## src/rtl/display_spi_arbiter_pkg.sv

```systemverilog
// Shared types and constants for the display SPI arbiter: default frame
// geometry, FSM state encoding and the idle levels of the SPI pins.
package display_spi_arbiter_pkg;

    localparam int FRAME_BITS_DEF = 16;
    localparam int CLK_DIV_DEF    = 2;
    localparam int SS_GAP_DEF     = 2;

    // Idle (deasserted) levels of the SPI pins.
    localparam logic SS_IDLE   = 1'b1;
    localparam logic SCLK_IDLE = 1'b1;
    localparam logic MOSI_IDLE = 1'b1;

    typedef enum logic [2:0] {
        S_IDLE  = 3'd0,
        S_SETUP = 3'd1,
        S_SHIFT = 3'd2,
        S_HOLD  = 3'd3,
        S_GAP   = 3'd4
    } state_t;

    // True in the states where slave select is asserted.
    function automatic logic in_frame(input state_t s);
        return (s == S_SETUP) || (s == S_SHIFT) || (s == S_HOLD);
    endfunction

endpackage

```

## src/rtl/display_spi_arbiter_shifter.sv

```systemverilog
// SPI bit engine: divide counter, bit counter, shift register and the
// registered sclk/mosi pins. The parent FSM tells it which phase it is in;
// it reports half-period ticks and a done strobe on the last bit.
module display_spi_arbiter_shifter
    import display_spi_arbiter_pkg::*;
#(
    parameter int FRAME_BITS = FRAME_BITS_DEF,
    parameter int CLK_DIV    = CLK_DIV_DEF
) (
    input  logic                  clock_5meg_i,
    input  logic                  rst_i,
    input  logic                  load_i,
    input  logic [FRAME_BITS-1:0] frame_i,
    input  state_t                state_i,
    output logic                  tick_o,
    output logic                  done_o,
    output logic                  spi_sclk_o,
    output logic                  spi_mosi_o
);

    localparam int DIV_W = $clog2(CLK_DIV + 1);
    localparam int BIT_W = $clog2(FRAME_BITS + 1);
    localparam logic [DIV_W-1:0] DIV_LAST = DIV_W'(CLK_DIV - 1);
    localparam logic [BIT_W-1:0] BIT_LAST = BIT_W'(FRAME_BITS - 1);

    logic [DIV_W-1:0]      div_q, div_d;
    logic [BIT_W-1:0]      bit_q, bit_d;
    logic                  half_q, half_d;   // 0: sclk-low half, 1: sclk-high half
    logic [FRAME_BITS-1:0] shreg_q, shreg_d;
    logic                  sclk_q, sclk_d;

    // Half-period tick and end-of-last-bit strobe for the parent FSM.
    always_comb begin
        tick_o = in_frame(state_i) && (div_q == DIV_LAST);
        done_o = (state_i == S_SHIFT) && tick_o && half_q && (bit_q == BIT_LAST);
    end

    // Next-state of the bit engine: sclk falls/rises on ticks, mosi moves only on falls.
    always_comb begin
        // NOTE: every variable gets a default first so no path leaves it unassigned (no latch).
        div_d   = div_q;
        bit_d   = bit_q;
        half_d  = half_q;
        shreg_d = shreg_q;
        sclk_d  = sclk_q;
        if (load_i) begin
            div_d   = '0;
            bit_d   = '0;
            half_d  = 1'b0;
            shreg_d = frame_i;
            sclk_d  = SCLK_IDLE;
        end else if (in_frame(state_i)) begin
            div_d = tick_o ? '0 : div_q + 1'b1;
            if (tick_o) begin
                case (state_i)
                    S_SETUP: sclk_d = 1'b0;
                    S_SHIFT: begin
                        if (!half_q) begin
                            sclk_d = 1'b1;
                            half_d = 1'b1;
                        end else begin
                            half_d = 1'b0;
                            if (bit_q != BIT_LAST) begin
                                bit_d   = bit_q + 1'b1;
                                sclk_d  = 1'b0;
                                shreg_d = {shreg_q[FRAME_BITS-2:0], MOSI_IDLE};
                            end
                        end
                    end
                    S_HOLD:  shreg_d = {FRAME_BITS{MOSI_IDLE}};
                    default: ;
                endcase
            end
        end
    end

    // Bit engine registers with synchronous reset.
    always_ff @(posedge clock_5meg_i) begin
        // NOTE: non-blocking assignments so every register samples pre-edge values.
        if (rst_i) begin
            div_q   <= '0;
            bit_q   <= '0;
            half_q  <= 1'b0;
            // NOTE: the shift register is reset because its MSB is the mosi pin itself.
            shreg_q <= {FRAME_BITS{MOSI_IDLE}};
            sclk_q  <= SCLK_IDLE;
        end else begin
            div_q   <= div_d;
            bit_q   <= bit_d;
            half_q  <= half_d;
            shreg_q <= shreg_d;
            sclk_q  <= sclk_d;
        end
    end

    assign spi_sclk_o = sclk_q;
    assign spi_mosi_o = shreg_q[FRAME_BITS-1];

endmodule

```

## src/rtl/display_spi_arbiter.sv

```systemverilog
// Two-requester round-robin arbiter in front of an SPI master. A granted
// frame is latched and sent atomically under slave select, followed by a
// minimum slave-select-high gap before the next grant.
module display_spi_arbiter
    import display_spi_arbiter_pkg::*;
#(
    parameter int FRAME_BITS = FRAME_BITS_DEF,
    parameter int CLK_DIV    = CLK_DIV_DEF,
    parameter int SS_GAP     = SS_GAP_DEF
) (
    input  logic                  clock_5meg_i,
    input  logic                  rst_i,
    input  logic                  req0_i,
    input  logic [FRAME_BITS-1:0] frame0_i,
    output logic                  ack0_o,
    input  logic                  req1_i,
    input  logic [FRAME_BITS-1:0] frame1_i,
    output logic                  ack1_o,
    output logic                  busy_o,
    output logic                  spi_sclk_o,
    output logic                  spi_ss_o,
    output logic                  spi_mosi_o
);

    localparam int GAP_W = $clog2(SS_GAP + 1);
    localparam logic [GAP_W-1:0] GAP_LAST = GAP_W'(SS_GAP - 1);

    state_t           state_q, state_d;
    logic             owner_q, owner_d;    // requester currently being served
    logic             last_q, last_d;      // requester served most recently
    logic [GAP_W-1:0] gap_q, gap_d;
    logic             ss_q, ss_d;
    logic             busy_q, busy_d;
    logic             ack0_q, ack0_d;
    logic             ack1_q, ack1_d;

    logic                  grant_sel;
    logic                  load;
    logic                  tick;
    logic                  done;
    logic [FRAME_BITS-1:0] load_frame;

    // Round-robin choice: on contention, the requester not served last wins.
    assign grant_sel  = (req0_i && req1_i) ? ~last_q : req1_i;
    assign load_frame = grant_sel ? frame1_i : frame0_i;

    // State register and arbiter bookkeeping.
    always_ff @(posedge clock_5meg_i) begin
        if (rst_i) begin
            state_q <= S_IDLE;
            owner_q <= 1'b0;
            last_q  <= 1'b1;  // requester 1 "served last" gives requester 0 priority
            gap_q   <= '0;
            ss_q    <= SS_IDLE;
            busy_q  <= 1'b0;
            ack0_q  <= 1'b0;
            ack1_q  <= 1'b0;
        end else begin
            state_q <= state_d;
            owner_q <= owner_d;
            last_q  <= last_d;
            gap_q   <= gap_d;
            ss_q    <= ss_d;
            busy_q  <= busy_d;
            ack0_q  <= ack0_d;
            ack1_q  <= ack1_d;
        end
    end

    // Next-state logic: grant, frame phases, then the slave-select gap.
    always_comb begin
        state_d = state_q;
        owner_d = owner_q;
        last_d  = last_q;
        gap_d   = gap_q;
        load    = 1'b0;
        case (state_q)
            S_IDLE: begin
                if (req0_i || req1_i) begin
                    state_d = S_SETUP;
                    owner_d = grant_sel;
                    load    = 1'b1;
                end
            end
            S_SETUP: if (tick) state_d = S_SHIFT;
            S_SHIFT: if (done) state_d = S_HOLD;
            S_HOLD: begin
                if (tick) begin
                    state_d = S_GAP;
                    gap_d   = '0;
                    last_d  = owner_q;
                end
            end
            S_GAP: begin
                if (gap_q == GAP_LAST) state_d = S_IDLE;
                else                   gap_d   = gap_q + 1'b1;
            end
            default: state_d = S_IDLE;
        endcase
    end

    // Output decode from the next state so every pin leaves a flop.
    always_comb begin
        ss_d   = in_frame(state_d) ? ~SS_IDLE : SS_IDLE;
        busy_d = (state_d != S_IDLE);
        ack0_d = (state_q == S_HOLD) && (state_d == S_GAP) && !owner_q;
        ack1_d = (state_q == S_HOLD) && (state_d == S_GAP) &&  owner_q;
    end

    display_spi_arbiter_shifter #(
        .FRAME_BITS (FRAME_BITS),
        .CLK_DIV    (CLK_DIV)
    ) u_shifter (
        .clock_5meg_i (clock_5meg_i),
        .rst_i        (rst_i),
        .load_i       (load),
        .frame_i      (load_frame),
        .state_i      (state_q),
        .tick_o       (tick),
        .done_o       (done),
        .spi_sclk_o   (spi_sclk_o),
        .spi_mosi_o   (spi_mosi_o)
    );

    assign spi_ss_o = ss_q;
    assign busy_o   = busy_q;
    assign ack0_o   = ack0_q;
    assign ack1_o   = ack1_q;

endmodule

```

## config.mk

```make
export PLATFORM = sky130hd
export DESIGN_NAME = display_spi_arbiter
export DESIGN_NICKNAME = d
export VERILOG_FILES = /design/src/rtl/display_spi_arbiter_pkg.sv /design/src/rtl/display_spi_arbiter_shifter.sv /design/src/rtl/display_spi_arbiter.sv
export SDC_FILE = /design/constraint.sdc
export NUM_CORES = 1
export LEC_CHECK = 0
export ABC_CLOCK_PERIOD_IN_PS = 4400
export BUFFER_PORTS_ARGS = -buffer_cell sky130_fd_sc_hd__buf_2
export CAP_MARGIN = 20
export CORE_ASPECT_RATIO = 1.4
export CORE_UTILIZATION = 40
export CTS_CLUSTER_SIZE = 25
export DETAILED_ROUTE_END_ITERATION = 6
export PLACE_DENSITY = 0.68
export SYNTH_ARGS = -nofsm -noshare
export SYNTH_HDL_FRONTEND = slang
export SYNTH_SLANG_ARGS = --single-unit
```

## constraint.sdc

```tcl
create_clock -name clock_5meg_i -period 4.4 [get_ports clock_5meg_i]
set_input_delay 0.44 -clock clock_5meg_i [delete_from_list [all_inputs] [get_ports clock_5meg_i]]
set_output_delay 0.44 -clock clock_5meg_i [all_outputs]
set_load 0.05 [all_outputs]
```

==> results.py <==
metrics = {
    "die": {
        "placementRows": 28,
        "die_area_sq_um": 4662,
        "start_util_pct": 41.76,
        "core_area_sq_um": 4204,
        "fp.dieW_microns": 57.99,
        "io_pins": 42,
        "die_h_microns": 80.39,
    },
    "run_status": {
        "status": "finished clean",
    },
    "sta": {
        "timing.hold.ws_ns": 0.4705,
        "timing.final.crit_share_pct": 47.81,
        "fmax_mhz": 475.4,
        "fin_ws_ns": 2.296,
        "clock_skew_ns": 0.008021,
        "maxSlewViolCount": 0,
        "setup_viol": 0,
        "slew_headroom_pct": 28.54,
        "rsz0062_at_grt": "false",
        "hold_viol": 0,
        "finalCriticalPeriod_ns": 2.104,
        "tightest_slew_ns": 1.065,
        "setup-tns-final_ns": 0,
    },
    "hold_path": {
        "hold_class": "reg -> reg",
    },
    "yosys": {
        "yosys_warnings": 0,
        "synth_area_sq_um": 1755,
        "ys_async_sr_fraction_pct": 0,
        "synthFlopType": "dfxtp_1",
        "synth_area_per_cell_sq_um": 9.288,
        "synth_seq_area_share_pct": 41.05,
        "synth-seq-cells": 36,
        "synth_edf_count": 0,
        "synthDistinctLibCells": 41,
        "postSynthCellCount": 189,
        "syn-num-nets": 228,
    },
    "critical_path": {
        "path_max_fanout": 17,
        "crit_type": "reg -> reg",
        "endpoint_kind": "register",
        "startpoint_type": "register",
        "crit_arrival_ns": 2.27,
        "cp.required_ns": 4.56,
    },
    "power_and_ir_drop": {
        "power_density_nw_per_um2": 398.9,
        "power.leakage_nw": 0.7979,
        "switching_power_uw": 215.2,
        "switching_share_pct": 26.00,
        "pwr-share-seq_pct": 44.8,
        "irDropWorstVdd_uv": 211.6,
        "p_clk_share_pct": 38.2,
        "power.share.combinational_pct": 17.0,
        "intPower_uw": 612.7,
    },
    "placed_design": {
        "place.gp.congestion": 0.7247,
        "portBuffers": 41,
        "dp_hpwl_mm": 2.419,
        "post_dp_cell_area_sq_um": 1949,
        "place_ws_ns": 2.297,
        "dp_cells": 262,
    },
    "routing": {
        "drc": 0,
        "dr.first_iter.drc_count": 25,
        "wire_per_inst_microns": 13.10,
        "viasPerCell": 5.607,
        "route.vias.total": 1514,
        "drtPass1Iterations": 4,
        "wirelength_mm": 3.538,
        "drtAntennaViolNets": 0,
    },
    "grt": {
        "grt_pass1_vias": 1359,
        "gr-total-overflow": 0,
        "grt_usage_pct": 16.34,
        "grt_pass1_wl_mm": 5.927,
        "antenna_found_initial": 0,
        "grt_start_max_net_pins": 36,
    },
    "cells_and_area": {
        "nNetsFinal": 263,
        "register_area_sq_um": 720.7,
        "antennaDiodeCount": 0,
        "fill_cells": 419,
        "final_cell_mix": "buf_2 (41), dfxtp_1 (36), mux2_2 (15), o22ai_1 (15), a31oi_1 (15)",
        "multiInputGateArea_sq_um": 944.7,
        "final_cells": 270,
        "final_common_cell": "buf_2",
        "postLayoutCellArea_sq_um": 2076,
        "layout-drive-gt1-share_pct": 32.00,
        "area_delta_synth_final_pct": 18.25,
    },
    "clocking": {
        "cts_hold_buffers": 0,
        "cts_resized": 0,
        "cts_max_level": 2,
        "cts_tree": "done",
        "clk_pin_slew_worst_paths_ns": 0.07,
        "cts_buffer_depth": 2,
        "insertion_delay_ns": 0.28,
        "post_cts_buffers": 0,
        "cts.sinks": 36,
        "cts_root_buf": "clkbuf_8",
        "cts_buffers": 5,
    },
    "job": {
        "drv_cap": 0,
    },
}
[path summary, 6_finish.rpt]
path	start	to	slack, ns	depth (start not counted)
worst max-delay path	u_shifter.bit_q[0]	u_shifter.shreg_q[2]	2.30	7
worst min-delay path	u_shifter.spi_sclk_o	u_shifter.spi_sclk_o	0.47	1
worst max register to register	u_shifter.bit_q[0]	u_shifter.shreg_q[2]	2.30	7
worst min register to register	u_shifter.spi_sclk_o	u_shifter.spi_sclk_o	0.47	1
[cell usage after synthesis, types with 3 or more instances]
cell      instances  area, sq um
o22ai_1          15        93.84
nand2b_1          4        25.02
buf_2             6        30.03
o21ai_0           5        25.02
a211o_1           3        26.28
ha_1              3        37.54
xnor2_1           5        43.79
nor2_1           14        52.55
nand2_1           5        18.77
a31oi_1          15        93.84
clkbuf_1          5        18.77
inv_1             4        15.01
mux2_2           15        168.9
nor3_1            4        20.02
nand3b_1          5        37.54
o21ai_1          11        55.05
dfxtp_1          36        720.7
mux2i_1           3        30.03
[cells by family (layout without fill, tap and decap cells)]
kind of cell             count (synthesis)  count (layout)  share of synthesized area [%]
multiplexers                            18              18                          11.33
XOR/XNOR                                 6               6                          2.994
AO/OA/AOI/OAI                           59              59                          21.38
flip-flops                              36              36                          41.05
buffers and inverters                   18              54                          5.131
adder cells (fa/ha/maj)                  3               3                          2.139
AND/OR/NAND/NOR                         49              49                          15.97
[final cells by class]
class                   instances  share of cell area, %
multi-input cells             135                  45.51
inverters                       4                 0.7233
repair buffers                 42                  10.25
clock buffers                   7                  4.641
flip-flops and latches         36                  34.72
clock inverters                 1                  1.447
well taps                      45                  2.712
[sequential cells by signal, indices dropped and copies added, names as in the netlist]
register / cells
ack0_o: 1
ack1_o: 1
busy_o: 1
gap_q: 2
last_q: 1
owner_q: 1
spi_ss_o: 1
state_q: 3
u_shifter.bit_q: 5
u_shifter.div_q: 2
u_shifter.half_q: 1
u_shifter.shreg_q: 16
u_shifter.spi_sclk_o: 1
[critical path, cell delays in order, from the launching register on]
cell	delay, ns
dfxtp_1	0.37
ha_1	0.19
and3_1	0.17
ha_1	0.18
nor2b_1	0.06
o21ai_2	0.54
and2_4	0.36
o21ai_0	0.11
[through the flow]
stage | total power [mW] | utilization [%]
after floorplan | 0.4887 | -
after global placement | 0.5167 | 46.37
after detailed placement | 0.5188 | 46.37
after CTS | 0.8330 | 49.38
after global routing | 0.8622 | 49.38
final | 0.8279 | 49.38
[power groups by stage]
stage	Combinational (mW)	Sequential, mW	Clock [mW]
floorplan	0.103	0.386	0
global placement	0.139	0.378	0
detailed placement	0.140	0.379	0
CTS	0.141	0.371	0.321
global route	0.154	0.375	0.333
finish	0.141	0.371	0.316
[layer usage]
layer,GRT usage (%),up-vias,part of all wire (%)
li1,-,769,-
met1,19.68,700,45
met2,27.93,39,49
met3,3.865,6,3.9
met4,5.714,0,1.4
met5,0,-,0
Power figures use the tool's default switching activity.
